`src/rtl/ame_pkg.sv`:
```
//------------------------------------------------------------------------------
// Module : ame_pkg
// Brief  : Shared types and the round-robin pick function for the AME
//          normalizer arbiter.
// Rev    : 1.0
//------------------------------------------------------------------------------
`default_nettype none

package ame_pkg;

    localparam int c_MAX_REQ = 8;

    typedef enum logic [1:0] {
        IDLE = 2'd0,
        BUSY = 2'd1,
        RESP = 2'd2
    } ame_arb_state_t;

    // One-hot grant of the first set request at or after ptr, wrapping at num_req.
    function automatic logic [c_MAX_REQ-1:0] rr_pick(
        input logic [c_MAX_REQ-1:0] req,
        input logic [2:0]           ptr,
        input int unsigned          num_req
    );
        logic [c_MAX_REQ-1:0] v_grant;
        logic                 v_found;
        int unsigned          v_idx;
        v_grant = '0;
        v_found = 1'b0;
        for (int unsigned k = 0; k < c_MAX_REQ; k++) begin
            v_idx = 32'(ptr) + k;
            if (v_idx >= num_req) begin
                v_idx = v_idx - num_req;
            end
            if ((k < num_req) && !v_found && req[v_idx[2:0]]) begin
                v_grant[v_idx[2:0]] = 1'b1;
                v_found             = 1'b1;
            end
        end
        return v_grant;
    endfunction

endpackage

`default_nettype wire

```
`src/rtl/ame_norm_arbiter_if.sv`:
```
//------------------------------------------------------------------------------
// Module : ame_norm_arbiter_if
// Brief  : Requester bus plus normalizer handshake of the AME normalizer arbiter.
// Rev    : 1.0
//------------------------------------------------------------------------------
`default_nettype none

interface ame_norm_arbiter_if #(
    parameter int NUM_REQ        = 4,
    parameter int COMP_DATA_BITS = 64
);
    localparam int c_SW = $clog2(COMP_DATA_BITS);

    logic [NUM_REQ-1:0]                req_i;
    logic [NUM_REQ*c_SW-1:0]           shift_i;
    logic [NUM_REQ*COMP_DATA_BITS-1:0] data_i;
    logic [NUM_REQ-1:0]                ack_o;
    logic [NUM_REQ-1:0]                done_o;
    logic                              err_o;
    logic [COMP_DATA_BITS-1:0]         data_o;
    logic                              busy_o;
    logic                              norm_init_o;
    logic [c_SW-1:0]                   norm_shift_o;
    logic [COMP_DATA_BITS-1:0]         norm_data_o;
    logic                              norm_done_i;
    logic [COMP_DATA_BITS-1:0]         norm_data_i;

    modport slave (
        input  req_i, shift_i, data_i, norm_done_i, norm_data_i,
        output ack_o, done_o, err_o, data_o, busy_o,
               norm_init_o, norm_shift_o, norm_data_o
    );

    modport master (
        output req_i, shift_i, data_i, norm_done_i, norm_data_i,
        input  ack_o, done_o, err_o, data_o, busy_o,
               norm_init_o, norm_shift_o, norm_data_o
    );

endinterface

`default_nettype wire

```
`src/rtl/ame_rr_arbiter.sv`:
```
//------------------------------------------------------------------------------
// Module : ame_rr_arbiter
// Brief  : Combinational round-robin pick; pointer register lives in the parent.
// Rev    : 1.0
//------------------------------------------------------------------------------
`default_nettype none

module ame_rr_arbiter
    import ame_pkg::*;
#(
    parameter int NUM_REQ = 4
) (
    input  wire logic [NUM_REQ-1:0]         i_req,
    input  wire logic [$clog2(NUM_REQ)-1:0] i_ptr,
    output logic      [NUM_REQ-1:0]         o_grant,
    output logic      [$clog2(NUM_REQ)-1:0] o_grant_idx,
    output logic                            o_valid
);
    localparam int c_IW = $clog2(NUM_REQ);

    logic [c_MAX_REQ-1:0] w_req_ext;
    logic [c_MAX_REQ-1:0] w_pick;

    always_comb begin
        w_req_ext                = '0;
        w_req_ext[NUM_REQ-1:0]   = i_req;
        w_pick                   = rr_pick(w_req_ext, 3'(i_ptr), NUM_REQ);
    end

    assign o_grant = w_pick[NUM_REQ-1:0];
    assign o_valid = |w_pick;

    always_comb begin
        o_grant_idx = '0;
        for (int k = 0; k < NUM_REQ; k++) begin
            if (w_pick[k]) begin
                o_grant_idx = c_IW'(k);
            end
        end
    end

endmodule

`default_nettype wire

```
`src/rtl/ame_norm_arbiter.sv`:
```
//------------------------------------------------------------------------------
// Module : ame_norm_arbiter
// Brief  : Shares one normalizer between NUM_REQ requesters with round-robin
//          grant, operand capture, init/done sequencing and a watchdog.
// Rev    : 1.0
//------------------------------------------------------------------------------
`default_nettype none

module ame_norm_arbiter
    import ame_pkg::*;
#(
    parameter int NUM_REQ        = 4,
    parameter int COMP_DATA_BITS = 64,
    parameter int TIMEOUT        = 255
) (
    input  wire logic         clk_i,
    input  wire logic         rst_i,
    ame_norm_arbiter_if.slave bus
);
    localparam int c_SW = $clog2(COMP_DATA_BITS);
    localparam int c_IW = $clog2(NUM_REQ);
    localparam int c_WW = $clog2(TIMEOUT + 1);

    ame_arb_state_t            r_state;
    ame_arb_state_t            w_next_state;
    logic [c_IW-1:0]           r_rr_ptr;
    logic [c_IW-1:0]           r_grant_idx;
    logic [c_WW-1:0]           r_wdog;
    logic                      r_err;
    logic [COMP_DATA_BITS-1:0] r_result;
    logic [c_SW-1:0]           r_shift;
    logic [COMP_DATA_BITS-1:0] r_data;

    logic [NUM_REQ-1:0]        w_grant;
    logic [c_IW-1:0]           w_grant_idx;
    logic                      w_valid;
    logic [c_SW-1:0]           w_sel_shift;
    logic [COMP_DATA_BITS-1:0] w_sel_data;
    logic                      w_timeout;
    logic [c_IW-1:0]           w_next_ptr;
    logic [NUM_REQ-1:0]        w_ack;
    logic [NUM_REQ-1:0]        w_done;
    logic                      w_err;
    logic                      w_busy;
    logic                      w_init;

    ame_rr_arbiter #(
        .NUM_REQ (NUM_REQ)
    ) u_rr_arbiter (
        .i_req       (bus.req_i),
        .i_ptr       (r_rr_ptr),
        .o_grant     (w_grant),
        .o_grant_idx (w_grant_idx),
        .o_valid     (w_valid)
    );

    always_comb begin
        w_sel_shift = '0;
        w_sel_data  = '0;
        for (int k = 0; k < NUM_REQ; k++) begin
            if (w_grant[k]) begin
                w_sel_shift = bus.shift_i[k*c_SW +: c_SW];
                w_sel_data  = bus.data_i[k*COMP_DATA_BITS +: COMP_DATA_BITS];
            end
        end
    end

    assign w_timeout  = (r_wdog == c_WW'(TIMEOUT));
    assign w_next_ptr = (r_grant_idx == c_IW'(NUM_REQ - 1)) ? '0 : r_grant_idx + c_IW'(1);

    always_ff @(posedge clk_i or posedge rst_i) begin
        if (rst_i) begin
            r_state <= IDLE;
        end else begin
            r_state <= w_next_state;
        end
    end

    always_comb begin
        w_next_state = IDLE;
        case (r_state)
            IDLE:    w_next_state = w_valid ? BUSY : IDLE;
            BUSY:    w_next_state = (bus.norm_done_i || w_timeout) ? RESP : BUSY;
            RESP:    w_next_state = IDLE;
            default: w_next_state = IDLE;
        endcase
    end

    always_ff @(posedge clk_i or posedge rst_i) begin
        if (rst_i) begin
            r_rr_ptr    <= '0;
            r_grant_idx <= '0;
            r_wdog      <= '0;
            r_err       <= 1'b0;
            r_result    <= '0;
            r_shift     <= '0;
            r_data      <= '0;
        end else begin
            case (r_state)
                IDLE: begin
                    if (w_valid) begin
                        r_grant_idx <= w_grant_idx;
                        r_shift     <= w_sel_shift;
                        r_data      <= w_sel_data;
                        r_wdog      <= '0;
                    end
                end
                BUSY: begin
                    r_wdog <= r_wdog + c_WW'(1);
                    // A completion in the same cycle as the timeout takes priority.
                    if (bus.norm_done_i) begin
                        r_result <= bus.norm_data_i;
                        r_err    <= 1'b0;
                    end else if (w_timeout) begin
                        r_result <= '0;
                        r_err    <= 1'b1;
                    end
                end
                RESP: begin
                    r_rr_ptr <= w_next_ptr;
                end
                default: begin
                end
            endcase
        end
    end

    // Ack is gated by reset so a request held during reset is never acknowledged.
    always_comb begin
        w_ack  = '0;
        w_done = '0;
        w_err  = 1'b0;
        w_busy = 1'b0;
        w_init = 1'b0;
        case (r_state)
            IDLE: begin
                if (!rst_i) begin
                    w_ack = w_grant;
                end
            end
            BUSY: begin
                w_busy = 1'b1;
                w_init = 1'b1;
            end
            RESP: begin
                w_busy              = 1'b1;
                w_done[r_grant_idx] = 1'b1;
                w_err               = r_err;
            end
            default: begin
            end
        endcase
    end

    assign bus.ack_o        = w_ack;
    assign bus.done_o       = w_done;
    assign bus.err_o        = w_err;
    assign bus.busy_o       = w_busy;
    assign bus.norm_init_o  = w_init;
    assign bus.norm_shift_o = r_shift;
    assign bus.norm_data_o  = r_data;
    assign bus.data_o       = r_result;

endmodule

`default_nettype wire

```
`src/flat_wrapper.sv`:
```
// flat-port wrapper written by rule: the top's interface ports become plain ports
module ame_norm_arbiter_flat import ame_pkg::*;
#(
    parameter int NUM_REQ        = 4,
    parameter int COMP_DATA_BITS = 64,
    parameter int TIMEOUT        = 255
)
  (clk_i, rst_i, bus_req_i, bus_shift_i, bus_data_i, bus_norm_done_i, bus_norm_data_i, bus_ack_o, bus_done_o, bus_err_o, bus_data_o, bus_busy_o, bus_norm_init_o, bus_norm_shift_o, bus_norm_data_o);
  ame_norm_arbiter_if #(.NUM_REQ(NUM_REQ), .COMP_DATA_BITS(COMP_DATA_BITS)) bus_i ();
  input  wire logic clk_i;
  input  wire logic rst_i;
  input wire logic [$bits(bus_i.req_i)-1:0] bus_req_i;
  input wire logic [$bits(bus_i.shift_i)-1:0] bus_shift_i;
  input wire logic [$bits(bus_i.data_i)-1:0] bus_data_i;
  input wire logic [$bits(bus_i.norm_done_i)-1:0] bus_norm_done_i;
  input wire logic [$bits(bus_i.norm_data_i)-1:0] bus_norm_data_i;
  output wire logic [$bits(bus_i.ack_o)-1:0] bus_ack_o;
  output wire logic [$bits(bus_i.done_o)-1:0] bus_done_o;
  output wire logic [$bits(bus_i.err_o)-1:0] bus_err_o;
  output wire logic [$bits(bus_i.data_o)-1:0] bus_data_o;
  output wire logic [$bits(bus_i.busy_o)-1:0] bus_busy_o;
  output wire logic [$bits(bus_i.norm_init_o)-1:0] bus_norm_init_o;
  output wire logic [$bits(bus_i.norm_shift_o)-1:0] bus_norm_shift_o;
  output wire logic [$bits(bus_i.norm_data_o)-1:0] bus_norm_data_o;
  assign bus_i.req_i = bus_req_i;
  assign bus_i.shift_i = bus_shift_i;
  assign bus_i.data_i = bus_data_i;
  assign bus_i.norm_done_i = bus_norm_done_i;
  assign bus_i.norm_data_i = bus_norm_data_i;
  assign bus_ack_o = bus_i.ack_o;
  assign bus_done_o = bus_i.done_o;
  assign bus_err_o = bus_i.err_o;
  assign bus_data_o = bus_i.data_o;
  assign bus_busy_o = bus_i.busy_o;
  assign bus_norm_init_o = bus_i.norm_init_o;
  assign bus_norm_shift_o = bus_i.norm_shift_o;
  assign bus_norm_data_o = bus_i.norm_data_o;
  ame_norm_arbiter #(.NUM_REQ(NUM_REQ), .COMP_DATA_BITS(COMP_DATA_BITS), .TIMEOUT(TIMEOUT)) u_core (.clk_i(clk_i), .rst_i(rst_i), .bus(bus_i));
endmodule
```
`config.mk`:
```
export PLATFORM = sky130hd
export DESIGN_NAME = ame_norm_arbiter_flat
export DESIGN_NICKNAME = d
export VERILOG_FILES = /design/src/rtl/ame_pkg.sv /design/src/rtl/ame_norm_arbiter_if.sv /design/src/rtl/ame_rr_arbiter.sv /design/src/rtl/ame_norm_arbiter.sv /design/src/flat_wrapper.sv
export SDC_FILE = /design/constraint.sdc
export NUM_CORES = 1
export LEC_CHECK = 0
export ABC_AREA = 1
export BUFFER_PORTS_ARGS = -buffer_cell sky130_fd_sc_hd__buf_2
export CORE_AREA = 2 2 195 197
export DETAILED_ROUTE_END_ITERATION = 16
export DIE_AREA = 0 0 197 199
export PLACE_DENSITY_LB_ADDON = 0.08
export SETUP_SLACK_MARGIN = 0.15
export SYNTH_ARGS = -nofsm -noshare
export SYNTH_HDL_FRONTEND = slang
export SYNTH_HIERARCHICAL = 1
export SYNTH_SLANG_ARGS = --single-unit
```
`constraint.sdc`:
```
create_clock -name clk_i -period 15.8 [get_ports clk_i]
set_input_delay 4.74 -clock clk_i [delete_from_list [all_inputs] [get_ports clk_i]]
set_output_delay 4.74 -clock clk_i [all_outputs]
set_load 0.005 [all_outputs]
```
==> results of run 1 <==
-- power breakdown --
part	switching (W)	internal, W
sequential	0.0000920	0.000562
clock	0.000174	0.000243
combinational	0.00130	0.000603
-- stage by stage --
stage | hold slack (ns) | setup WS, ns | total power, W | utilization, %
floorplan | 0.465 | 5.06 | 0.00198 | -
global placement | 0.448 | 4.50 | 0.00261 | 30.6
detailed placement | 0.454 | 4.45 | 0.00262 | 30.6
CTS | 0.470 | 4.45 | 0.00305 | 32.2
global route | 0.484 | 4.25 | 0.00330 | 32.2
finish | 0.466 | 4.53 | 0.00297 | 32.3
-- metal layers --
metal,global-route usage [%],wire length [µm]
met4,5.01,529
met5,0,70
met2,31.4,18000
met1,22.6,15800
met3,5.15,2640
-- registers in the layout, summed over array words and instances (netlist names) --
signal,flops
u_core/bus.data_o,64
u_core/bus.norm_data_o,64
u_core/bus.norm_shift_o,6
u_core/r_err,1
u_core/r_grant_idx,2
u_core/r_rr_ptr,2
u_core/r_state,2
u_core/r_wdog,8
-- worst max-delay path: cells and delay by family --
| family | cells | cell delay, ns |
|---|---|---|
| simple gates | 8 | 0.83 |
| buf+inv | 5 | 0.95 |
-- worst paths after layout --
path | start | to | cells past startpoint
min reg2reg | u_core/bus.data_o[61]$_DFFE_PP0P_ | u_core/bus.data_o[61]$_DFFE_PP0P_ | 2
min in group asynchronous | rst_i | u_core/bus.norm_data_o[16]$_DFFE_PP0N_ | 2
max | bus_req_i[3] | bus_ack_o[1] | 13
max in group asynchronous | rst_i | u_core/bus.norm_shift_o[1]$_DFFE_PP0N_ | 3
min | u_core/bus.data_o[61]$_DFFE_PP0P_ | u_core/bus.data_o[61]$_DFFE_PP0P_ | 2
max reg2reg | u_core/r_rr_ptr[0]$_DFFE_PP0P_ | u_core/bus.norm_shift_o[1]$_DFFE_PP0N_ | 18
-- synth_stat cells (all sizes together) (2+ instances only) --
| library cell | instances | area share [%] |
|---|---|---|
| nand4 | 3 | 0.22 |
| nor2 | 20 | 1.1 |
| dfrtp | 149 | 43 |
| a21oi | 71 | 4.1 |
| buf | 54 | 3.9 |
| clkbuf | 30 | 1.3 |
| ha | 16 | 2.3 |
| nand3 | 97 | 6.0 |
| inv | 40 | 1.8 |
| mux2 | 2 | 0.26 |
| nand2 | 607 | 27 |
| nor3 | 3 | 0.17 |
| clkinv | 4 | 0.19 |
| o21ai | 146 | 8.5 |
-- placed cells by master (no fill, tap or decap), types with 3 or more instances in the layout --
master / count
diode_2: 5
nand2_1: 596
inv_1: 31
buf_2: 495
dfrtp_1: 149
clkinv_2: 4
clkinv_1: 3
nor2_1: 16
nand2_2: 7
inv_6: 5
inv_2: 6
buf_4: 11
ha_1: 16
nand2_4: 4
nor3_1: 3
o21ai_1: 51
o21ai_0: 94
clkbuf_16: 17
nand4_1: 3
a21oi_1: 71
nand3_1: 89
nand3_2: 8
-- cell families (layout without fill, tap and decap cells) --
kind of cell	after synthesis	after routing	synth area share, %
AO/OA/AOI/OAI	219	219	12.8
adder cells (fa/ha/maj)	16	16	2.31
buffers and inverters	128	582	7.19
other	0	5	0
AND/OR/NAND/NOR	731	731	34.4
flip-flops	149	149	43.1
multiplexers	2	2	0.260
-- area by class of cell --
class	instances	area share, %
Antenna cell	5	0.104
Clock buffer	19	3.78
Clock inverter	13	1.19
Inverter	44	1.47
Multi-Input combinational cell	968	36.0
Sequential cell	149	31.1
Tap cell	474	4.95
Timing Repair Buffer	506	21.4
==> out/metrics.cfg, run 1 <==
[routing]
drt_pass1_iterations = 6
vias = 9620
drc = 0
vias_per_cell = 4.42
wl_per_cell_um = 17.0
drtIter0Drc = 397
drtAntennaViolNets = 0
finalWirelength_um = 37000

[sta]
fin_worst_skew_ns = 0.0105
setup_violations = 0
period_needed_ns = 11.27
hold_violations = 0
slew_violations = 0
max_slew_margin_pct = 37.3
period_share_pct = 71.3
rsz0062_at_grt = false
setup_tns_ns = 0
max_freq_mhz = 88.7
tightest_slew_ns = 0.941

[global_route]
grt_first_pass_wirelength_um = 54900
overflow = 0
antenna_found_initial = 11
grt_start_max_net_pins = 81
grt_pass1_vias = 9285
grtUsageTotal_pct = 18.4

[cts]
cts_tree = yes
hold_buffers = 0
cts.clk_slew.worst_paths_ns = 0.06
cts_buffer_depth = 2
htreeDepth = 4
cts_num_sinks = 149
cts_buffers = 17
cts-root-buf = clkbuf_16
insertion_delay_ns = 0.43
cts-resized-gates = 0
post_cts_buffers = 0

[worst_hold_path]
hold_path_class = reg -> reg

[yosys]
synth_ff_type = dfrtp_1
synthesis.area_um2 = 8650
synth_edf_count = 0
synth_cell_types = 29
yosysSeqAreaShare_pct = 43.1
synth.avg_cell_area_um2 = 6.95
syn-num-nets = 1612
async_reset_ff_share_pct = 100
ys_warn_count = 6
yosys_register_bits = 149
synth_cells = 1245

[die]
die_w_um = 197
num_io_pins = 496
row_count = 71
die_h_um = 199
start_util_pct = 23.3
core_area_um2 = 37100
die-area_um2 = 39200

[cells_and_area]
layout-drive-gt1-share_pct = 33.8
multi_input_area_um2 = 4310
area_growth_pct = 38.5
fin_nets = 2053
seq_area_um2 = 3730
fillers = 4164
stdcell_count = 2178
fin_area_um2 = 12000

[placement]
place_inst = 2141
place_area_um2 = 11400
place.port_buffers = 495
hpwl_um = 27400
place.gp.congestion = 0.818

[critical_path]
start_kind = input port
worst_path_largest_cell_delay_ns = 0.58
required_ns = 11.06
cp_common_cell = nand2_1
regToRegSetupSlack_ns = 11.61
path_class = in -> out
slowest_stage = buf_4
cp_data_arrival_time_ns = 6.53
crit_chain = buf_2, nand2_1, nand2_1, nand2_1, nand2_2, clkinv_2, nor2_4, nand2_1, nand3_2, buf_4, inv_2, nor3_1, buf_2
cp-end-kind = output port
crit_fanout = 73

[pwr]
p_per_area_nw_per_um2 = 248
p_leak_nw = 6.91
peakVddDrop_mv = 0.162

[run_status]
status = finished, final reports clean

[run]
cap_violations = 0

(Power assumes the default switching activity.)
==> run 2, diff against run 1 <==
Settings changed: CORE_AREA 2 2 195 197 to 2 2 193 195, DIE_AREA 0 0 197 199 to 0 0 195 197.
Clock period 15.8 ns to 9.4 ns, I/O delays scaled along.
==> out/metrics.cfg, run 2 (synthesized netlist as in run 1, its figures left out) <==
[routing]
wl_per_cell_um = 16.9  ; was 17.0 µm
drc = 0  ; unchanged
drt_pass1_iterations = 5  ; was 6
vias = 9730  ; was 9,620
finalWirelength_um = 36800  ; was 37,000 µm
drtIter0Drc = 358  ; was 397
vias_per_cell = 4.48  ; was 4.42
drtAntennaViolNets = 0  ; unchanged

[die]
core_area_um2 = 36300  ; was 37,100 µm²
die-area_um2 = 38400  ; was 39,200 µm²
die_h_um = 197  ; was 199 µm
start_util_pct = 23.9  ; was 23.3%
num_io_pins = 496  ; unchanged
die_w_um = 195  ; was 197 µm
row_count = 70  ; was 71

[cts]
cts-root-buf = clkbuf_16  ; unchanged
cts_buffers = 17  ; unchanged
insertion_delay_ns = 0.43  ; about the same
cts.clk_slew.worst_paths_ns = 0.06  ; about the same
hold_buffers = 0  ; unchanged
cts_tree = yes  ; unchanged
cts-resized-gates = 0  ; unchanged
cts_buffer_depth = 2  ; unchanged
htreeDepth = 4  ; unchanged
cts_num_sinks = 149  ; unchanged
post_cts_buffers = 0  ; unchanged

[cells_and_area]
area_growth_pct = 38.0  ; was 38.5%
layout-drive-gt1-share_pct = 33.8  ; about the same
mostFrequentLayoutCells = nand2_1, buf_2, dfrtp_1  ; unchanged
final_common_cell = nand2_1  ; unchanged
fin_nets = 2052  ; was 2,053

[critical_path]
start_kind = input port  ; unchanged
cp_data_arrival_time_ns = 4.29  ; was 6.53 ns
path_class = in -> out  ; unchanged
crit_fanout = 62  ; was 73
cp-end-kind = output port  ; unchanged
required_ns = 6.58  ; was 11.06 ns

[global_route]
overflow = 0  ; unchanged
grtUsageTotal_pct = 18.7  ; was 18.4%
grt_pass1_vias = 9563  ; was 9,285
grt_first_pass_wirelength_um = 55400  ; was 54,900 µm
antenna_found_initial = 14  ; was 11
grt_start_max_net_pins = 89  ; was 81

[placement]
hpwl_um = 27300  ; was 27,400 µm
place.port_buffers = 495  ; unchanged
place.gp.congestion = 0.847  ; was 0.818

[run]
cap_violations = 0  ; unchanged

[sta]
setup_violations = 0  ; unchanged
setup_tns_ns = 0  ; unchanged
slew_violations = 0  ; unchanged
hold_ws_ns = 0.465  ; was 0.466 ns
max_freq_mhz = 141
period_needed_ns = 7.11
period_share_pct = 75.6
max_slew_margin_pct = 38.0  ; was 37.3%
hold_violations = 0  ; unchanged
tightest_slew_ns = 0.930  ; was 0.941 ns
fin_worst_skew_ns = 0.00969  ; was 0.0105 ns
rsz0062_at_grt = false  ; unchanged

[pwr]
peakVddDrop_mv = 0.231  ; was 0.162 mV
p_leak_nw = 6.89  ; was 6.91 nW
p_per_area_nw_per_um2 = 412  ; was 248 nW/µm²

[worst_hold_path]
hold_path_class = reg -> reg  ; unchanged

[run_status]
status = finished, final reports clean  ; unchanged

[run 2: cell types whose count changed in the layout (fill, tap and decap cells not counted), sizes merged]
cell / previous run / this run
buf: 506 / 505
bufinv: 2 / 1
clkbuf: 19 / 17
clkinvlp: 2 / 3
diode: 5 / 6
inv: 44 / 46
[run 2: per-stage QoR]
| step | setup slack, ns | total power (W) | instances | area, µm² | util [%] |
|---|---|---|---|---|---|
| after floorplan | 2.50 | 0.00332 | 1245 | 8650 | - |
| after global routing | 2.12 | 0.00546 | 2171 | 11900 | 32.9 |
| after detailed placement | 2.22 | 0.00435 | 2134 | 11400 | 31.3 |
| final | 2.29 | 0.00492 | 2172 | 11900 | 32.9 |
| after CTS | 2.22 | 0.00505 | 2166 | 11900 | 32.9 |
| after global placement | 2.24 | 0.00433 | 2134 | 11400 | 31.3 |
[run 2: critical path, cell delays in order]
cell,delay (ns)
buf_2,0.11
nand2_1,0.09
nand3_2,0.10
nand2_4,0.14
inv_4,0.06
nand2_1,0.05
nand2_1,0.05
clkinv_1,0.05
nand3_2,0.11
inv_4,0.43
nor3_1,0.10
buf_2,0.15
[run 2: power by group]
part | switching [W] | internal, W | total [W]
clock | 0.000304 | 0.000370 | 0.000674
sequential | 0.000151 | 0.000944 | 0.00109
combinational | 0.00215 | 0.00101 | 0.00315
total | 0.00260 | 0.00232 | 0.00492
[run 2: cell type report]
type | count | area [µm²]
multi-input cells | 968 | 4310
clock inverters | 15 | 144
flip-flops and latches | 149 | 3730
diodes | 6 | 15.0
well taps | 468 | 586
inverters | 44 | 176
fillers | 4056 | 24300
clock buffers | 17 | 425
repair buffers | 505 | 2550
[run 2: metal layers]
metal,part of all wire [%],track usage (%)
met2,49,31.8
met3,7.6,5.49
met5,0.21,0
met4,2.3,6.96
met1,41,22.3
[run 2: worst paths after layout]
kind	to	cells after the start	slack, ns	startpoint
worst min-delay path	u_core/bus.data_o[41]$_DFFE_PP0P_	2	0.46	u_core/bus.data_o[41]$_DFFE_PP0P_
max in group asynchronous	u_core/bus.data_o[53]$_DFFE_PP0P_	3	5.44	rst_i
worst max-delay path	bus_ack_o[3]	12	2.29	bus_req_i[3]
min in group asynchronous	u_core/bus.norm_data_o[17]$_DFFE_PP0N_	2	2.60	rst_i
worst min register to register	u_core/bus.data_o[41]$_DFFE_PP0P_	2	0.46	u_core/bus.data_o[41]$_DFFE_PP0P_
worst max register to register	u_core/bus.norm_data_o[9]$_DFFE_PP0N_	18	4.57	u_core/r_rr_ptr[0]$_DFFE_PP0P_
